### src/rtl/mem_port_arbiter.sv
// Round-robin port sharing of the unified I/D memory between the CPU FSM and the boot loader.
// Each access is a 1-cycle mem_en, an ACC_LAT wait, a 1-cycle ack, and a DONE cycle. Optional ld_lock via MEM_PORT_ARBITER_LOCK_EN.
module mem_port_arbiter #(
  parameter int ADDR_W  = 32,
  parameter int DATA_W  = 32,
  parameter int ACC_LAT = 1
) (
  input  logic              clk,
  input  logic              reset,
  input  logic              cpu_req,
  input  logic              cpu_we,
  input  logic [ADDR_W-1:0] cpu_addr,
  input  logic [DATA_W-1:0] cpu_wdata,
  output logic [DATA_W-1:0] cpu_rdata,
  output logic              cpu_ack,
  input  logic              ld_req,
  input  logic              ld_we,
  input  logic [ADDR_W-1:0] ld_addr,
  input  logic [DATA_W-1:0] ld_wdata,
  output logic              ld_ack,
`ifdef MEM_PORT_ARBITER_LOCK_EN
  input  logic              ld_lock,
`endif
  output logic              mem_en,
  output logic              mem_we,
  output logic [ADDR_W-1:0] mem_addr,
  output logic [DATA_W-1:0] mem_wdata,
  input  logic [DATA_W-1:0] mem_rdata
);

  typedef enum logic [1:0] {IDLE, ACC_CPU, ACC_LD, DONE} state_t;

  localparam logic [3:0] LAT_C = 4'(ACC_LAT);

  state_t              state_q, state_d;
  logic                last_ld_q, last_ld_d;
  logic [3:0]          cnt_q, cnt_d;
  logic                mem_en_q, mem_en_d;
  logic                mem_we_q, mem_we_d;
  logic                acc_we_q, acc_we_d;
  logic [ADDR_W-1:0]   mem_addr_q, mem_addr_d;
  logic [DATA_W-1:0]   mem_wdata_q, mem_wdata_d;
  logic [DATA_W-1:0]   cpu_rdata_q, cpu_rdata_d;
  logic                cpu_ok;
  logic                grant_cpu;

`ifdef MEM_PORT_ARBITER_LOCK_EN
  assign cpu_ok = cpu_req && !ld_lock;
`else
  assign cpu_ok = cpu_req;
`endif

  always_ff @(posedge clk or posedge reset) begin
    if (reset) begin
      state_q     <= IDLE;
      last_ld_q   <= 1'b1;
      cnt_q       <= '0;
      mem_en_q    <= 1'b0;
      mem_we_q    <= 1'b0;
      acc_we_q    <= 1'b0;
      mem_addr_q  <= '0;
      mem_wdata_q <= '0;
      cpu_rdata_q <= '0;
    end else begin
      state_q     <= state_d;
      last_ld_q   <= last_ld_d;
      cnt_q       <= cnt_d;
      mem_en_q    <= mem_en_d;
      mem_we_q    <= mem_we_d;
      acc_we_q    <= acc_we_d;
      mem_addr_q  <= mem_addr_d;
      mem_wdata_q <= mem_wdata_d;
      cpu_rdata_q <= cpu_rdata_d;
    end
  end

  always_comb begin
    state_d     = state_q;
    last_ld_d   = last_ld_q;
    cnt_d       = cnt_q;
    mem_en_d    = 1'b0;
    mem_we_d    = 1'b0;
    acc_we_d    = acc_we_q;
    mem_addr_d  = mem_addr_q;
    mem_wdata_d = mem_wdata_q;
    cpu_rdata_d = cpu_rdata_q;
    cpu_ack     = 1'b0;
    ld_ack      = 1'b0;
    grant_cpu   = 1'b0;
    case (state_q)
      IDLE: begin
        if (cpu_ok || ld_req) begin
          // On a tie the requester that did not win last time goes first
          grant_cpu   = cpu_ok && (!ld_req || last_ld_q);
          state_d     = grant_cpu ? ACC_CPU : ACC_LD;
          last_ld_d   = !grant_cpu;
          cnt_d       = '0;
          mem_en_d    = 1'b1;
          mem_we_d    = grant_cpu ? cpu_we : ld_we;
          acc_we_d    = grant_cpu ? cpu_we : ld_we;
          mem_addr_d  = grant_cpu ? cpu_addr : ld_addr;
          mem_wdata_d = grant_cpu ? cpu_wdata : ld_wdata;
        end
      end
      ACC_CPU: begin
        if (cnt_q == LAT_C) begin
          cpu_ack = 1'b1;
          if (!acc_we_q) cpu_rdata_d = mem_rdata;
          state_d = DONE;
        end else begin
          cnt_d = cnt_q + 4'd1;
        end
      end
      ACC_LD: begin
        if (cnt_q == LAT_C) begin
          ld_ack  = 1'b1;
          state_d = DONE;
        end else begin
          cnt_d = cnt_q + 4'd1;
        end
      end
      DONE: begin
        // Gives the requester a cycle to drop req after its ack
        state_d = IDLE;
        cnt_d   = '0;
      end
      default: state_d = IDLE;
    endcase
  end

  assign mem_en    = mem_en_q;
  assign mem_we    = mem_we_q;
  assign mem_addr  = mem_addr_q;
  assign mem_wdata = mem_wdata_q;
  assign cpu_rdata = cpu_rdata_q;

endmodule

### config.mk
export PLATFORM = sky130hd
export DESIGN_NAME = mem_port_arbiter
export DESIGN_NICKNAME = d
export VERILOG_FILES = /design/src/rtl/mem_port_arbiter.sv
export SDC_FILE = /design/constraint.sdc
export NUM_CORES = 1
export LEC_CHECK = 0
export BUFFER_PORTS_ARGS = -buffer_cell sky130_fd_sc_hd__buf_2
export CAP_MARGIN = 20
export CORE_MARGIN = 5
export CORE_UTILIZATION = 35
export CTS_BUF_LIST = sky130_fd_sc_hd__clkbuf_16
export DETAILED_ROUTE_END_ITERATION = 10
export PLACE_DENSITY_LB_ADDON = 0.25
export SLEW_MARGIN = 0
export SYNTH_ARGS = -nofsm -noshare
export SYNTH_HDL_FRONTEND = slang
export SYNTH_SLANG_ARGS = --single-unit
### constraint.sdc
create_clock -name clk -period 6.8 [get_ports clk]
set_input_delay 0.68 -clock clk [delete_from_list [all_inputs] [get_ports clk]]
set_output_delay 0.68 -clock clk [all_outputs]
set_load 0.05 [all_outputs]
Word level (Yosys, flattened, before mapping):

Cells that the tools add are included.

* bits in registers: 106
* input bits: 166
* output and inout port bits: 100
* logic and storage cells: 46

* add/sub/neg operators: 1
* eq/ne operators: 7
* muxes and demuxes: 17
* bitwise operators: 1
* reductions and logical operators: 11

Operator list (count)
* 2-to-1 mux 32 bit: 2
* one-hot mux 4 bit (3 select lines): 1
* 2-to-1 mux 1 bit: 8
* 2-to-1 mux 4 bit: 2
* 2-to-1 mux 2 bit: 3
* one-hot mux 2 bit (3 select lines): 1
* AND reduction 2 bit: 3
* adder 4 x 1 -> 4 bit (second input constant): 1
* == test 2 bit (second input constant): 2
* == test 4 x 1 -> 1 bit (second input constant): 1
* inequality test 2 bit (second input constant): 2
* AND reduction 3 bit: 1
* == test 2 x 1 -> 1 bit (second input constant): 1
* logical NOT 1 bit: 2
* logical NOT 2 bit: 1
* logical OR 1 bit: 2
* inequality test 2 x 1 -> 1 bit (second input constant): 1
* OR reduction 2 bit: 1
* logical AND 1 bit: 1
* inverter 1 bit: 1

Logic depth before layout (Yosys ltp):

Gate-level depths: netlist (run 1).

* depth in word-level cells: 6
* depth in mapped cells: 8
* mapped depth without buffers: 5

Worst setup path before layout (run 1):

Ideal clock, no wire load.

* path kind: reg-to-output
* from: register cnt_q[1]
* to: output cpu_ack
* data arrival time: 1353 ps
* data required time: 6120 ps
* slack: 4767 ps
* cell stages (with the launch flop): 5
* buffers on the path: 0
* cell sequence: dfrtp_1 -> inv_1 -> ha_1 -> nor3b_4 -> and2_1

* longest elaborated chain between the ends: 3

Ends and longest elaborated chain
* start: declaration: RTL line 37 `logic [3:0] cnt_q, cnt_d;`
* start signal: assignment: RTL line 67 `cnt_q <= cnt_d;`
* == test 4 x 1 -> 1 bit: RTL line 106 `if (cnt_q == LAT_C) begin`
* 2-to-1 mux 1 bit: RTL line 106
* 2-to-1 mux 1 bit: RTL line 90 `case (state_q)`
* end: declaration: RTL line 15 `output logic cpu_ack,`

No other way between the ends.

Final worst setup path (run 1):

* from: input cpu_req
* to: register mem_wdata_q[26] (netlist: mem_wdata[26])

* longest elaborated chain between the ends: 2
* elaborated cells between the ends (all ways): 4
* classes of those cells: 1 x mux; 3 x reduce/logical

Ends and longest elaborated chain
* start: declaration: RTL line 10 `input logic cpu_req,`
* logical AND 1 bit or logical OR 1 bit (tied branches): RTL line 94, 92
* 2-to-1 mux 32 bit or AND reduction 2 bit (tied branches)
* end signal: assignment: RTL line 72 `mem_wdata_q <= mem_wdata_d;`
* end: declaration: RTL line 42 `logic [DATA_W-1:0] mem_wdata_q, mem_wdata_d;`

Parallel ways exist; a longest one is shown, timed or not.
A chain may end at the register's enable or synchronous reset.

==> results of run 1 <==
==> worst paths after layout <==
path                         startpoint       endpoint  slack [ns]  depth (start not counted)
hold / removal                    reset   cpu_rdata[6]        0.34                          2
min in group clk           cpu_rdata[5]   cpu_rdata[5]        0.50                          1
setup reg to reg             state_q[0]  mem_wdata[26]        4.51                          6
max in group asynchronous         reset       cnt_q[1]        5.21                          3
setup / recovery                cpu_req  mem_wdata[26]        4.15                          6
hold reg to reg            cpu_rdata[5]   cpu_rdata[5]        0.50                          1
==> layer usage <==
metal  up-vias  wire (microns)  track usage, %
met5         -               7               0
met4         2             271            6.23
met3        19            1480            4.91
met2       235            6990            28.7
met1      2166            6650            22.9
li1       2237               -               -
==> final cells by class <==
cell class	instances	area (sq um)	share of cell area, %
sequential	106	2650	39.8
multi-input combinational	332	2110	31.7
clock inverter	7	68.8	1.03
timing repair buffer	269	1360	20.3
tap	180	225	3.38
inverter	7	28.8	0.431
clock buffer	9	225	3.38
==> per-stage QoR <==
step	utilization [%]	worst slack, ns
2_1_floorplan	-	3.33
3_3_place_gp	45.8	3.88
3_5_place_dp	45.8	3.82
4_1_cts	47.9	4.20
5_1_grt	47.9	3.92
6_report	47.9	4.15
==> cells by family (layout without fill, tap and decap cells) <==
family                   after synthesis  in the layout  share of synthesized area (%)
adder cells (fa/ha/maj)                6              6                           1.50
AND/OR/NAND/NOR                      148            148                           14.1
AO/OA/AOI/OAI                        146            146                           17.0
buffers and inverters                 54            292                           4.97
multiplexers                          32             32                           9.45
flip-flops                           106            106                           53.0
==> state kept, by name, summed over array words and instances (netlist names) <==
| name | cells |
|---|---|
| cnt_q | 4 |
| mem_wdata | 32 |
| mem_en | 1 |
| last_ld_q | 1 |
| mem_we | 1 |
| state_q | 2 |
| cpu_rdata | 32 |
| acc_we_q | 1 |
| mem_addr | 32 |
==> power by group through the flow <==
stage / Clock [uW] / Combinational, uW / Sequential, uW
4_1_cts: 532 / 2250 / 1130
3_5_place_dp: 0 / 2250 / 1140
6_report: 519 / 2230 / 1130
5_1_grt: 556 / 2370 / 1170
2_1_floorplan: 0 / 713 / 2150
3_3_place_gp: 0 / 2220 / 1130
==> worst register-to-register path, delay by kind of cell (launching register included) <==
kind,cells,cell delay [ns]
and+or+nand+nor,1,0.16
DFF,1,0.38
adders and majority gates,1,0.25
AOI/OAI and AO/OA,2,0.60
buffers and inverters,2,0.82
==> synthesized netlist by cell type <==
cell / count / area [sq um]
nor2_1: 66 / 248
dfstp_2: 1 / 26.3
o32ai_1: 1 / 8.76
or3b_1: 1 / 8.76
nor3b_4: 1 / 18.8
a21oi_1: 2 / 10.0
o41ai_1: 1 / 8.76
o21a_1: 1 / 7.51
buf_6: 3 / 33.8
clkbuf_1: 28 / 105
a222oi_1: 1 / 10.0
nand2b_1: 1 / 6.26
nor3b_2: 1 / 12.5
or2_2: 1 / 6.26
o311ai_0: 1 / 8.76
inv_2: 1 / 3.75
nor2b_1: 1 / 6.26
a31oi_1: 66 / 413
buf_1: 1 / 3.75
a21boi_0: 1 / 7.51
nor3_1: 1 / 5.00
buf_2: 13 / 65.1
o21ai_0: 67 / 335
mux2_2: 2 / 22.5
a21o_1: 1 / 7.51
nand3b_4: 1 / 20.0
mux2_4: 30 / 450
and2b_1: 1 / 7.51
a22oi_1: 1 / 7.51
dfrtp_1: 105 / 2630
ha_1: 6 / 75.1
a2111oi_0: 1 / 8.76
o31ai_1: 1 / 7.51
and2_1: 3 / 18.8
nand3_1: 68 / 340
a221oi_1: 1 / 8.76
nand2_1: 2 / 7.51
inv_1: 6 / 22.5
buf_4: 2 / 15.0
==> reports/metrics.csv, run 1 <==
metric;value;unit
outcome;complete, no violations;
arrival time of the worst setup path;2.92;ns
delay-heaviest family, CP;buffers and inverters;
Fin Setup TNS;0;ns
# rows;43;
DP Area;0.00638;sq mm
Area Overhead vs Synth;33.3;%
post-synthesis sequential area ratio;53.0;%
Post-Synthesis Cells;492;
clock tree buffer depth;2;
vias in the first global route;4742;
commonest non-fill, non-tap cells in the layout;buf_2 (265), dfrtp_1 (105), nand3_1 (68), o21ai_0 (67);
Worst-path clk slew;0.07;ns
Leak;0.00323;uW
RSZ-0062 raised after global routing;false;
Synth Cell Area;0.00501;sq mm
cts repair resizes;0;
Setup Fix Bufs, Post-CTS;0;
First-pass DRT Iterations;4;
routed via count;4659;
worst rel slew slack;28.7;%
Setup Skew;0.0114;ns
critical path data required time;7.06;ns
Max IR drop VDD;0.283;mV
min Tclk post-route;2.65;ns
first-pass GRT wire length;23.7;mm
drt wl/cell;16.9;microns
CTS Hold Bufs;0;
Clock Power Share;13.4;%
dpl cells;894;
total grt overflow;0;
Sink Count;106;
share of cells above drive strength 1;44.5;%
worst-margin pin slew;1.07;ns
number of buffers created by CTS;9;
PD cells;581;mW/mm^2
Post-DRT Antenna Nets;0;
register bit total from synthesis;106;
CORE AREA;0.0139;sq mm
DRT Wirelength;15.4;mm
crit share post-route;39.0;%
htree depth;3;
fin nets;897;
Die Width;130;microns
GP Congestion;0.799;
crit-path most repeated cell;buf_4;
Slew Limit Fails;0;
endpoints failing setup;0;
max frequency;377;MHz
Setup crit start kind;input port;
Comb pwr share;57.5;%
worst-path fanout max;87;
IO Port Bufs;265;
Buf/Inv on CP;3;
critical path, cell by cell;buf_2 -> buf_4 -> o21a_4 -> buf_4 -> nor2_1 -> a31oi_1;
initial antenna violation count;1;
Max Cap Viol;0;
initial DRC count;226;
largest net degree at the start of global routing;88;
die area;0.0168;sq mm
CP Class;in2reg;
ANT cells;0;
syn nets;664;
vias per cell;5.12;
filler cell count;1316;
Syn Area/Cell;10.2;sq um
clock latency on the worst-skew pair;0.35;ns
DRC violations left;0;
Slowest-stage cell, CP;buf_4;
Flop pwr share;29.1;%
Hold Slack;0.341;ns
Final Hold Violating Endpoints;0;
Crit. End Element;register;
Int Power;1840;uW
Global Route Usage Sum;17.7;%
final instance area;0.00667;sq mm
Die Ht;130;microns
fin cells;910;
root buf cell;clkbuf_16;
commonest non-fill, non-tap cell in the layout;buf_2;
Final Power;3880;uW
sw frac;52.7;%
CTS tree;yes;
net switching power;2040;uW
post-synthesis cell type count;39;
DP HPWL;11.1;mm
Worst path max stage delay;0.69;ns
Starting Density;35.9;%
synth warn;0;
Ports;266;
min-delay worst type;in2async;
Note: power is estimated with default switching activity, not from simulation.
==> run 2, diff against run 1 <==
==> constraint.sdc (replaced) <==
create_clock -name clk -period 2.65 [get_ports clk]
set_input_delay 0.265 -clock clk [delete_from_list [all_inputs] [get_ports clk]]
set_output_delay 0.265 -clock clk [all_outputs]
set_load 0.05 [all_outputs]
==> reports/metrics.csv, run 2 (synthesized netlist as in run 1, its figures left out) <==
metric;value;unit;change
crit share post-route;81.9;%;
min-delay worst type;in2async;;unchanged
Sink Count;106;;unchanged
PD cells;1490;mW/mm^2;was 581 mW/mm^2
fin nets;901;;was 897
vias per cell;5.17;;was 5.12
Setup WS pre-CTS;0.523;ns;was 3.82 ns
Crit. End Element;register;;unchanged
Clock Power Share;13.7;%;was 13.4%
Ports;266;;unchanged
CTS tree;yes;;unchanged
RSZ-0062 raised after global routing;false;;unchanged
critical path data required time;2.87;ns;was 7.06 ns
max frequency;461;MHz;
worst-margin pin slew;0.803;ns;was 1.07 ns
Final Hold Violating Endpoints;0;;unchanged
share of cells above drive strength 1;44.5;%;about the same
arrival time of the worst setup path;2.39;ns;was 2.92 ns
routed via count;4717;;was 4659
root buf cell;clkbuf_16;;unchanged
Worst-path clk slew;0.07;ns;about the same
number of buffers created by CTS;9;;unchanged
Starting Density;35.9;%;unchanged
Area Overhead vs Synth;35.3;%;was 33.3%
Final Power;10100;uW;was 3880 uW
vias in the first global route;4791;;was 4742
drt wl/cell;17.1;microns;was 16.9 microns
Slew Limit Fails;0;;unchanged
clock latency on the worst-skew pair;0.34;ns;was 0.35 ns
Max IR drop VDD;0.739;mV;was 0.283 mV
Setup crit start kind;register;;was input port
Die Width;130;microns;unchanged
Fin Setup TNS;0;ns;unchanged
endpoints failing setup;0;;unchanged
Worst path max stage delay;0.54;ns;was 0.69 ns
filler cell count;1314;;was 1316
largest net degree at the start of global routing;82;;was 88
total grt overflow;0;;unchanged
worst rel slew slack;46.3;%;was 28.7%
net switching power;5220;uW;was 2040 uW
Flop pwr share;28.7;%;was 29.1%
critical path, cell by cell;inv_1 -> ha_1 -> nor3b_4 -> nand3b_4 -> mux2_4;;was buf_2 -> buf_4 -> o21a_4 -> buf_4 -> nor2_1 -> a31oi_1
Leak;0.00329;uW;was 0.00323 uW
Int Power;4840;uW;was 1840 uW
fin worst setup slack;0.479;ns;was 4.15 ns
die area;0.0168;sq mm;unchanged
min Tclk post-route;2.17;ns;
CP Class;reg2reg;;was in2reg
first-pass GRT wire length;23.9;mm;was 23.7 mm
CORE AREA;0.0139;sq mm;unchanged
initial DRC count;241;;was 226
initial antenna violation count;1;;unchanged
outcome;complete, no violations;;unchanged
worst-path fanout max;32;;was 87
GP Congestion;0.776;;was 0.799
commonest non-fill, non-tap cell in the layout;buf_2;;unchanged
DP Area;0.00647;sq mm;was 0.00638 sq mm
Global Route Usage Sum;17.8;%;was 17.7%
final instance area;0.00677;sq mm;was 0.00667 sq mm
IO Port Bufs;265;;unchanged
Comb pwr share;57.6;%;was 57.5%
Max Cap Viol;0;;unchanged
Setup Skew;0.00645;ns;was 0.0114 ns
CTS Hold Bufs;0;;unchanged
Post-DRT Antenna Nets;0;;unchanged
Setup Fix Bufs, Post-CTS;0;;unchanged
ANT cells;0;;unchanged
First-pass DRT Iterations;5;;was 4
Slowest-stage cell, CP;nand3b_4;;was buf_4
post-layout util;48.6;%;was 47.9%
delay-heaviest family, CP;simple AND/OR/NAND/NOR gates;;was buffers and inverters
Die Ht;130;microns;unchanged
# rows;43;;unchanged
htree depth;3;;unchanged
sw frac;51.9;%;was 52.7%
DRT Wirelength;15.6;mm;was 15.4 mm
clock tree buffer depth;2;;unchanged
cts repair resizes;0;;unchanged
DRC violations left;0;;unchanged
DP HPWL;11.6;mm;was 11.1 mm
Buf/Inv on CP;1;;was 3
commonest non-fill, non-tap cells in the layout;buf_2 (265), dfrtp_1 (105), nand3_1 (68), o21ai_0 (67);;unchanged
run 2: layout make-up:
type	count	area, sq um	area share [%]
clock buffer	9	225	3.33
inverter	7	30.0	0.443
clock inverter	6	75.1	1.11
sequential	106	2650	39.2
tap	180	225	3.33
timing repair buffer	273	1450	21.4
multi-input combinational	332	2110	31.2
run 2: path summary, 6_finish.rpt:
kind | end | from | slack, ns | cells after the start
min in group clk | cpu_rdata[5] | mem_rdata[5] | 0.16 | 2
max in group asynchronous | last_ld_q | reset | 1.90 | 3
max reg2reg | cpu_rdata[14] | cnt_q[1] | 0.48 | 5
max | cpu_rdata[14] | cnt_q[1] | 0.48 | 5
min reg2reg | cpu_rdata[0] | cpu_rdata[0] | 0.50 | 1
min | mem_addr[19] | reset | 0.06 | 2
run 2: metal layers:
layer,GRT usage [%],vias up,share of wire (%)
met5,0,-,0.083
met4,6.60,2,2.0
met3,5.07,23,11
met2,29.7,232,46
met1,22.1,2216,41
li1,-,2244,-
run 2: per-stage QoR:
| stage | cells | hold slack, ns |
|---|---|---|
| 6_report | 913 | 0.0614 |
| 4_1_cts | 913 | 0.0745 |
| 5_1_grt | 913 | 0.116 |
| 2_1_floorplan | 492 | 0.414 |
| 3_3_place_gp | 898 | 0.443 |
| 3_5_place_dp | 898 | 0.445 |
run 2: worst register-to-register path: stages, from the launching register on:
cell and delay (ns):
dfrtp_1 0.40, inv_1 0.08, ha_1 0.16, nor3b_4 0.36, nand3b_4 0.54, mux2_4 0.51
run 2: power by group through the flow:
stage               logic (uW)  registers, uW  clock network, uW
finish                    5800           2890               1380
global route              6160           2990               1480
CTS                       5850           2900               1420
detailed placement        5850           2910                  0
global placement          5750           2900                  0
floorplan                 1830           5510                  0
==> run 3, diff against run 2 <==
==> constraint.sdc (replaced) <==
create_clock -name clk -period 1.8 [get_ports clk]
set_input_delay 0.18 -clock clk [delete_from_list [all_inputs] [get_ports clk]]
set_output_delay 0.18 -clock clk [all_outputs]
set_load 0.05 [all_outputs]
==> reports/metrics.csv, run 3 (synthesized netlist as in run 1, its figures left out) <==
metric;value;unit;change
largest net degree at the start of global routing;73;;was 82
Worst path max stage delay;0.40;ns;was 0.54 ns
htree depth;3;;unchanged
delay-heaviest family, CP;buffers and inverters;;was simple AND/OR/NAND/NOR gates
commonest non-fill, non-tap cells in the layout;buf_2 (263), dfrtp_1 (105), nand3_1 (68), o21ai_0 (67);;was buf_2 (265), dfrtp_1 (105), nand3_1 (68), o21ai_0 (67)
min Tclk post-route;1.78;ns;was 2.17 ns
Setup crit start kind;register;;unchanged
Final Hold Violating Endpoints;0;;unchanged
Final Power;14900;uW;was 10100 uW
GP Congestion;0.809;;was 0.776
fin nets;923;;was 901
RSZ-0062 raised after global routing;true;;was false
DP Area;0.00660;sq mm;was 0.00647 sq mm
first-pass GRT wire length;25.2;mm;was 23.9 mm
ANT cells;0;;unchanged
Worst-path clk slew;0.07;ns;about the same
fin cells;936;;was 913
endpoints failing setup;0;;unchanged
DP HPWL;12.2;mm;was 11.6 mm
Global Route Usage Sum;18.9;%;was 17.8%
Area Overhead vs Synth;40.0;%;was 35.3%
Max IR drop VDD;0.921;mV;was 0.739 mV
arrival time of the worst setup path;2.01;ns;was 2.39 ns
min-delay worst type;in2reg;;was in2async
r2r endpoint;cpu_rdata[12];;was cpu_rdata[14]
Starting Density;35.9;%;unchanged
Crit. End Element;register;;unchanged
PD cells;2130;mW/mm^2;was 1490 mW/mm^2
fin worst setup slack;0.0222;ns;was 0.479 ns
DRT Wirelength;16.3;mm;was 15.6 mm
hold wc startpoint;mem_rdata[22];;
initial DRC count;279;;was 241
commonest non-fill, non-tap cell in the layout;buf_2;;unchanged
total grt overflow;0;;unchanged
outcome;complete, no violations;;unchanged
First-pass DRT Iterations;7;;was 5
Buf/Inv on CP;3;;was 1
IO Port Bufs;265;;unchanged
reg-to-reg slack, setup;0.02;ns;was 0.48 ns
CTS tree;yes;;unchanged
routed via count;4835;;was 4717
Die Ht;130;microns;unchanged
clock latency on the worst-skew pair;0.35;ns;was 0.34 ns
multi-input logic area;0.00213;sq mm;was 0.00211 sq mm
Critical Path Source;cnt_q[1];;unchanged
clock tree buffer depth;2;;unchanged
DRC violations left;0;;unchanged
Setup Skew;0.00617;ns;was 0.00645 ns
root buf cell;clkbuf_16;;unchanged
drt wl/cell;17.4;microns;was 17.1 microns
Hold Crit Endpoint;cpu_rdata[22];;
critical path, cell by cell;inv_2 -> ha_4 -> nor3b_4 -> buf_4 -> nand3b_4 -> clkbuf_16 -> mux2_4;;was inv_1 -> ha_1 -> nor3b_4 -> nand3b_4 -> mux2_4
initial antenna violation count;0;;was 1
worst-margin pin slew;0.542;ns;was 0.803 ns
Max Cap Viol;0;;unchanged
final instance area;0.00701;sq mm;was 0.00677 sq mm
# rows;43;;unchanged
FF-to-FF path depth;7;;was 5
Leak;0.00341;uW;was 0.00329 uW
RR Startpoint;cnt_q[1];;unchanged
CORE AREA;0.0139;sq mm;unchanged
Post-DRT Antenna Nets;0;;unchanged
die area;0.0168;sq mm;unchanged
Slew Limit Fails;0;;unchanged
share of cells above drive strength 1;46.7;%;was 44.5%
worst-path fanout max;8;;was 32
Slowest-stage cell, CP;dfrtp_1;;was nand3b_4
Die Width;130;microns;unchanged
vias per cell;5.17;;about the same
crit share post-route;98.8;%;was 81.9%
critical path data required time;2.03;ns;was 2.87 ns
Reg area;0.00265;sq mm;unchanged
Setup WS pre-CTS;0.0806;ns;was 0.523 ns
CP Class;reg2reg;;unchanged
max frequency;562;MHz;was 461 MHz
worst rel slew slack;63.8;%;was 46.3%
dpl cells;911;;was 898
WHS Path Cells;2;;
filler cell count;1295;;was 1314
Sink Count;106;;unchanged
number of buffers created by CTS;9;;unchanged
vias in the first global route;4874;;was 4791
Ports;266;;unchanged
[run 3: changes by cell type in the layout (fill, tap and decap cells not counted), sizes merged]
cell         before  now
dlygate4sd3       0    1
clkinvlp          1    2
inv               8    7
buf             273  292
clkinv            2    5
clkbuf            9   11
bufinv            2    0
[run 3: worst max path at each step]
| stage | to | slack, ns | cells after the start |
|---|---|---|---|
| floorplan | cpu_rdata[0] | 0.20 | 6 |
| global placement | cpu_rdata[7] | 0.12 | 6 |
| detailed placement | cpu_rdata[9] | 0.08 | 6 |
| CTS | ld_ack | 0.008 | 6 |
| global route | cpu_rdata[12] | -0.03 | 7 |
| finish | cpu_rdata[12] | 0.02 | 7 |
[run 3: area by class of cell]
cell class,count,area share (%)
Timing Repair Buffer,295,24.3
Sequential cell,106,37.9
Clock buffer,9,3.21
Multi-Input combinational cell,332,30.4
Tap cell,180,3.21
Clock inverter,7,0.536
Inverter,7,0.428
[run 3: repair_timing]
action                     CTS  global route
setup endpoints to repair    2            31
gates cloned                 0             2
gates resized for setup      6             8
hold buffers                 1             0
setup buffers                3             3
hold endpoints to repair    22             0
[run 3: power by group]
part / internal [uW] / switching (uW) / total (uW)
Combinational: 2580 / 6290 / 8860
Clock: 922 / 860 / 1780
Sequential: 3590 / 678 / 4270
Total: 7090 / 7820 / 14900
[run 3: per-stage QoR]
step           hold slack [ns]  util, %  TNS (ns)
2_1_floorplan            0.329        -         0
6_report                0.0678     50.3         0
3_3_place_gp             0.260     47.3         0
5_1_grt                 0.0578     50.3    -0.352
3_5_place_dp             0.256     47.3         0
4_1_cts                 0.0508     49.6         0
[run 3: routing by layer]
metal	routed length [microns]	share of wire, %	vias to the layer above	GRT usage [%]
met5	0	0	-	0
met4	268	1.6	0	6.30
met3	1710	11	21	5.23
met2	7680	47	237	30.9
met1	6600	41	2286	24.2
li1	-	-	2291	-
